$ cat config.mk
export PLATFORM = sky130hd
export DESIGN_NAME = univ_shift_reg
export DESIGN_NICKNAME = d
export VERILOG_FILES = /design/src/rtl/univ_shift_reg.sv
export SDC_FILE = /design/constraint.sdc
export NUM_CORES = 1
export LEC_CHECK = 0
export ABC_CLOCK_PERIOD_IN_PS = 3520
export BUFFER_PORTS_ARGS = -buffer_cell sky130_fd_sc_hd__buf_2
export CAP_MARGIN = 0
export CELL_PAD_IN_SITES_DETAIL_PLACEMENT = 1
export CELL_PAD_IN_SITES_GLOBAL_PLACEMENT = 1
export CORE_MARGIN = 10
export CORE_UTILIZATION = 37
export DETAILED_ROUTE_END_ITERATION = 10
export PLACE_DENSITY = 0.84
export SETUP_SLACK_MARGIN = 0.4
export SYNTH_ARGS = -nofsm -noshare
export SYNTH_HDL_FRONTEND = slang
export SYNTH_SLANG_ARGS = --single-unit
export TNS_END_PERCENT = 30
$ cat constraint.sdc
create_clock -name clk -period 3.52 [get_ports clk]
set_input_delay 0.352 -clock clk [delete_from_list [all_inputs] [get_ports clk]]
set_output_delay 0.352 -clock clk [all_outputs]
set_load 0.03 [all_outputs]
$ cat src/rtl/univ_shift_reg.sv
// univ_shift_reg: WIDTH-bit universal shift register.
//
// This block combines the SISO, SIPO, PISO and PIPO register styles in one
// register. The mode input selects the operation on each enabled clock edge:
// hold, logical shift left or right, rotate left or right, arithmetic shift
// right, parallel load or clear.
//
// A shift counter counts the shift and rotate ops that have happened since
// the last load, clear or wrap. It emits a one-cycle word_done pulse after
// every WIDTH-th shift, which framing logic in serializers and deserializers
// can use.
//
// Ports:
//   clk        rising-edge clock
//   reset_n    asynchronous active-low reset (p_out=RESET_VAL, counter cleared)
//   en         operation enable; low freezes p_out and bit_cnt
//   mode       operation select (see mode_e)
//   p_in       parallel load data
//   s_in_r     serial bit entering at bit 0 on shift left
//   s_in_l     serial bit entering at bit WIDTH-1 on logical shift right
//   p_out      register contents
//   s_out_msb  p_out[WIDTH-1]
//   s_out_lsb  p_out[0]
//   bit_cnt    shift ops since the last load, clear or wrap
//   word_done  registered pulse, high the cycle after the WIDTH-th shift
module univ_shift_reg #(
  parameter int                 WIDTH     = 8,
  parameter logic [WIDTH-1:0]   RESET_VAL = '0,
  parameter int                 CW        = $clog2(WIDTH)
) (
  input  logic             clk,
  input  logic             reset_n,
  input  logic             en,
  input  logic [2:0]       mode,
  input  logic [WIDTH-1:0] p_in,
  input  logic             s_in_r,
  input  logic             s_in_l,
  output logic [WIDTH-1:0] p_out,
  output logic             s_out_msb,
  output logic             s_out_lsb,
  output logic [CW-1:0]    bit_cnt,
  output logic             word_done
);

  typedef enum logic [2:0] {
    MODE_HOLD  = 3'b000,
    MODE_SHL   = 3'b001,
    MODE_SHR   = 3'b010,
    MODE_LOAD  = 3'b011,
    MODE_ROTL  = 3'b100,
    MODE_ROTR  = 3'b101,
    MODE_ASR   = 3'b110,
    MODE_CLEAR = 3'b111
  } mode_e;

  localparam logic [CW-1:0] CNT_MAX = CW'(WIDTH - 1);

  logic [WIDTH-1:0] reg_nxt;
  logic             is_shift;
  logic             is_restart;

  // Arithmetic shift right done as a signed shift so the sign bit replicates.
  function automatic logic [WIDTH-1:0] asr1(input logic [WIDTH-1:0] val);
    logic signed [WIDTH-1:0] sval;
    sval = val;
    return sval >>> 1;
  endfunction

  always_comb begin
    reg_nxt    = p_out;
    is_shift   = 1'b0;
    is_restart = 1'b0;
    case (mode)
      MODE_HOLD:  reg_nxt = p_out;
      MODE_SHL: begin
        reg_nxt  = {p_out[WIDTH-2:0], s_in_r};
        is_shift = 1'b1;
      end
      MODE_SHR: begin
        reg_nxt  = {s_in_l, p_out[WIDTH-1:1]};
        is_shift = 1'b1;
      end
      MODE_LOAD: begin
        reg_nxt    = p_in;
        is_restart = 1'b1;
      end
      MODE_ROTL: begin
        reg_nxt  = {p_out[WIDTH-2:0], p_out[WIDTH-1]};
        is_shift = 1'b1;
      end
      MODE_ROTR: begin
        reg_nxt  = {p_out[0], p_out[WIDTH-1:1]};
        is_shift = 1'b1;
      end
      MODE_ASR: begin
        reg_nxt  = asr1(p_out);
        is_shift = 1'b1;
      end
      MODE_CLEAR: begin
        reg_nxt    = '0;
        is_restart = 1'b1;
      end
      default: reg_nxt = p_out;
    endcase
  end

  // Register and framing counter. word_done defaults low so it can only be a
  // single-cycle pulse. A wrapping shift re-arms it on back-to-back words.
  always_ff @(posedge clk or negedge reset_n) begin
    if (!reset_n) begin
      p_out     <= RESET_VAL;
      bit_cnt   <= '0;
      word_done <= 1'b0;
    end else begin
      word_done <= 1'b0;
      if (en) begin
        p_out <= reg_nxt;
        if (is_restart) begin
          bit_cnt <= '0;
        end else if (is_shift) begin
          if (bit_cnt == CNT_MAX) begin
            bit_cnt   <= '0;
            word_done <= 1'b1;
          end else begin
            bit_cnt <= bit_cnt + CW'(1);
          end
        end
      end
    end
  end

  assign s_out_msb = p_out[WIDTH-1];
  assign s_out_lsb = p_out[0];

endmodule

# Word level (Yosys, flattened, before mapping)
# Index checks and enable logic that the tools add are counted.
# totals
ff_bits	12
inputBits	16
out_inout_bits	14
elab_cells	32
# op_classes
addsub	1
eq_ne	8
muxes	10
bitwise	2
n_reduce_logical	7
# ops
cell	count
$pmux W8 S7	1
$eq A3 B3 Y1 const B	5
$mux W3	3
$eq A3 B2 Y1 const B	2
$mux W1	6
$reduce_or A5 Y1	1
$reduce_and A2 Y1	2
$add A3 B1 Y3 const B	1
$eq A3 B1 Y1 const B	1
$logic_not A3 Y1	1
$reduce_and A3 Y1	1
$not A1 Y1	2
$reduce_bool A2 Y1	1
$reduce_or A2 Y1	1

# Longest topological paths before layout
# logic_depth
depth_word	6
depth_mapped	5
ltp_nobuf	4

# Worst setup path after synthesis
# No wires, ideal clock.
# synth_timing
kind	in2reg
startpoint	input port mode[0]
endpoint	register bit_cnt[0]
setup_ns	0.096
t_arrival_ns	1.230
required_time_ns	3.424
path_slack_ns	2.194
stages	5
n_path_buf	2
path_cell_list	buf_2 -> o31ai_1 -> buf_2 -> nand2_1 -> o31ai_1
# synth_via
elab_chain_len	5
word_cells_on_any_way	14
classes_between	7 x eq/ne; 3 x mux; 4 x reduce/logical
# synth_lines
item	line_no	source
start, declared	34	input logic [2:0] mode,
$eq A3 B3 Y1 (tied with other cells)	73	case (mode)
$reduce_or A5 Y1 (no line) or $reduce_or A2 Y1 (tied branches)	--	
$mux W1	73	
$reduce_bool A2 Y1 (no line)	--	
$reduce_and A2 Y1 (no line)	--	
end signal, assigned	125	bit_cnt <= bit_cnt + CW'(1);
end, declared	41	output logic [CW-1:0] bit_cnt,
# Parallel ways exist; a longest one is shown, timed or not.
# A chain may end at the register's enable or synchronous reset.

# Worst setup path in the final report
# layout_timing
startpoint	input port mode[1]
endpoint	register p_out[0]
# layout_via
elab_chain_len	3
word_cells_on_any_way	11
classes_between	7 x eq/ne; 1 x mux; 1 x bitwise; 2 x reduce/logical
# layout_lines
item	line_no	source
parallel branches: the longest is 3 deep, another holds $pmux W8 S7	--	
end signal, assigned	117	p_out <= reg_nxt;
end, declared	38	output logic [WIDTH-1:0] p_out,
# Several ways; the timed one is not identified.

==> results.md <==
- Row cnt: 16
- Tcrit/Tclk final: 45.7%
- Post-synth EDFFs: 0
- Buf+Inv Stages, Crit Path: 1
- Met1 Use GR: 12.9%
- Worst setup EP type: flip-flop
- Place WS: 1630 ps
- Largest net degree at the start of global routing: 19
- Die Span X: 66.8 um
- Netlist Area Pre-Place: 810 um^2
- Starting Density: 40.0%
- I/O pin count: 30
- Unrepaired setup endpoints after global routing: no
- CTS buffer count: 3
- Setup TNS: 0 ps
- Fin. Hold Viols: 0
- Core ar.: 2020 um^2
- Buffers on Ports: 29
- Worst Clk Skew: 6.76 ps
- DP HPWL: 1870 um
- GRT overflow: 0
- Rel. slew slack: 47.7%
- CTS Buffer Depth: 2
- Via count: 800
- Yosys reg bits: 12
- Max Clock Freq: 0.621 GHz
- Max-Cap Viols: 0
- Drt pass-1 iters: 4
- Die span in y: 66.8 um
- Post-synth top flop: dfrtp_1
- Layout Cells excl Fill: 144
- Htree depth: 1
- Sinks on Clock Net: 12
- Warnings, synthesis: 0
- Worst Hold Class: input port to flip-flop
- Post-CTS Setup Bufs: 0
- Dpl cells: 139
- Initial DRC count: 26
- Peak fanout along the critical path: 15
- DRC Markers: 0
- WL per Instance: 16.9 um
- CP max stage cell: nor2b_1
- Number of global-route vias before repair: 817
- Fillers: 258
- Initial antenna violation count: 0
- Most common cell after layout, fill and taps aside: buf_2
- Final setup vio count: 0
- Post-synthesis net count: 108
- Count of cell types in the netlist: 27
- Top Usage Layer GRT: met2
- Slew @ Worst Pin: 782 ps
- Most frequent cells in the layout: buf_2 (29), nand2_1 (14), dfrtp_1 (12)
- Overall Global Routing Usage: 11.6%
- Crit start category: input port
- Clock Root Buffer: clkbuf_4
- CP required: 3710 ps
- Worst path arrival time: 1800 ps
- Worst vdd ir: 0.303 mV
- Leakage power: 0.496 nW
- Total wire length: 2440 um
- Final #Nets: 136
- Worst-path clk slew: 70 ps
- Die Area: 4460 um^2
- Worst setup path class: input port to flip-flop
- Share of layout cells above drive strength 1: 31.6%
- Synth Instances: 90
- Power per cell area: 532 nW/um^2
- Max-slew violations: 0
- Fin crit period: 1610 ps
- Crit-path cells: buf_2 -> nor2b_1 -> a221oi_1 -> a21o_1 -> a22oi_1
- Max stage delay on crit path: 680 ps
- Delay-heaviest family, CP: simple AND/OR/NAND/NOR gates
- CTS tree: done
- Mapped Avg Cell Area: 8.99 um^2
- Worst-skew pair later-pin latency: 280 ps
- Antenna diode count: 0
- Share of flip-flops with an asynchronous set or reset: 100%
- Remaining antenna violation count after routing: 0
- Area Overhead vs Synth: 23.0%
- Sequential area share after synthesis: 37.1%
- GP Congestion: 0.756
- Met2 Usage GRT: 19.0%
- Vias per cell: 5.56
- Global-route wire length before repair: 4040 um
- Final worst slack: 1910 ps
- Outcome: completed
- Met3 Use GR: 5.52%
-- stage by stage --
step                utilization, %  power [mW]  instance area, um^2  hold WS, ps
global placement              47.0       0.415                  950          247
detailed placement            47.0       0.424                  950          255
finish                        49.3       0.530                  996          424
floorplan                        -       0.354                  810         56.4
global route                  49.3       0.572                  996          446
CTS                           49.3       0.540                  996          426
-- metal layers --
metal  vias up  wire, um  part of all wire (%)
li1        382         -                     -
met1       391       994                    41
met2        23      1230                    51
met3         4       179                   7.3
met4         0        29                   1.2
met5         -         0                     0
-- what timing repair did --
| action | 4_1_cts | 5_1_grt |
|---|---|---|
| hold buffers | 1 | 0 |
| gates resized for setup | 0 | 0 |
| endpoints found under the hold margin | 12 | 0 |
-- flip-flops by register name, summed over array words and instances (netlist names) --
| register | count |
|---|---|
| bit_cnt | 3 |
| p_out | 8 |
| word_done | 1 |
-- logic make-up after synthesis --
group,synth area share [%]
compound gates,32.0
simple gates,11.4
buf+inv,7.57
flops,37.1
mux,6.34
fa+ha+maj,5.56
-- worst register-to-register path, cell delays in order, from the launching register on --
cell and delay (ps):
dfrtp_1 450, a221oi_2 280, o21ai_0 130, mux2_2 270
-- synthesized netlist by cell type (2+ instances only) --
cell,count,area [um^2]
a221oi_2,2,30.0
o2bb2ai_1,4,35.0
a21oi_1,8,40.0
buf_4,3,22.5
maj3_1,2,20.0
mux2i_1,4,40.0
o31ai_1,3,22.5
dfrtp_1,12,300
nand3_1,2,10.0
o21ai_0,6,30.0
a22o_1,4,35.0
a221oi_1,2,17.5
nand2_1,14,52.6
nor2_1,3,11.3
buf_2,4,20.0
inv_1,4,15.0
ha_1,2,25.0
nor2b_1,2,12.5
-- path summary, 6_finish.rpt --
| kind | startpoint | end | slack (ps) | cells past startpoint |
|---|---|---|---|---|
| max reg2reg | p_out[6] | p_out[7] | 2270 | 3 |
| min reg2reg | bit_cnt[1] | bit_cnt[1] | 500 | 2 |
| max in group asynchronous | reset_n | bit_cnt[1] | 2820 | 2 |
| max | mode[1] | p_out[0] | 1910 | 5 |
| min in group asynchronous | reset_n | p_out[4] | 480 | 2 |
| min | s_in_r | p_out[0] | 420 | 3 |
-- report_power, final --
| part | leakage [nW] | internal [mW] | switching (mW) |
|---|---|---|---|
| clock | 0.0210 | 0.0630 | 0.0487 |
| sequential | 0.148 | 0.167 | 0.0359 |
| combinational | 0.327 | 0.0744 | 0.140 |
| total | 0.496 | 0.305 | 0.225 |
-- layout make-up --
type / instances / area, um^2 / area share, %
Multi-Input combinational cell: 66 / 448 / 45.0
Sequential cell: 12 / 300 / 30.2
Timing Repair Buffer: 31 / 163 / 16.3
Clock buffer: 4 / 36.3 / 3.64
Tap cell: 27 / 33.8 / 3.39
Inverter: 4 / 15.0 / 1.51
No activity file was read; power rests on OpenSTA's default activity.
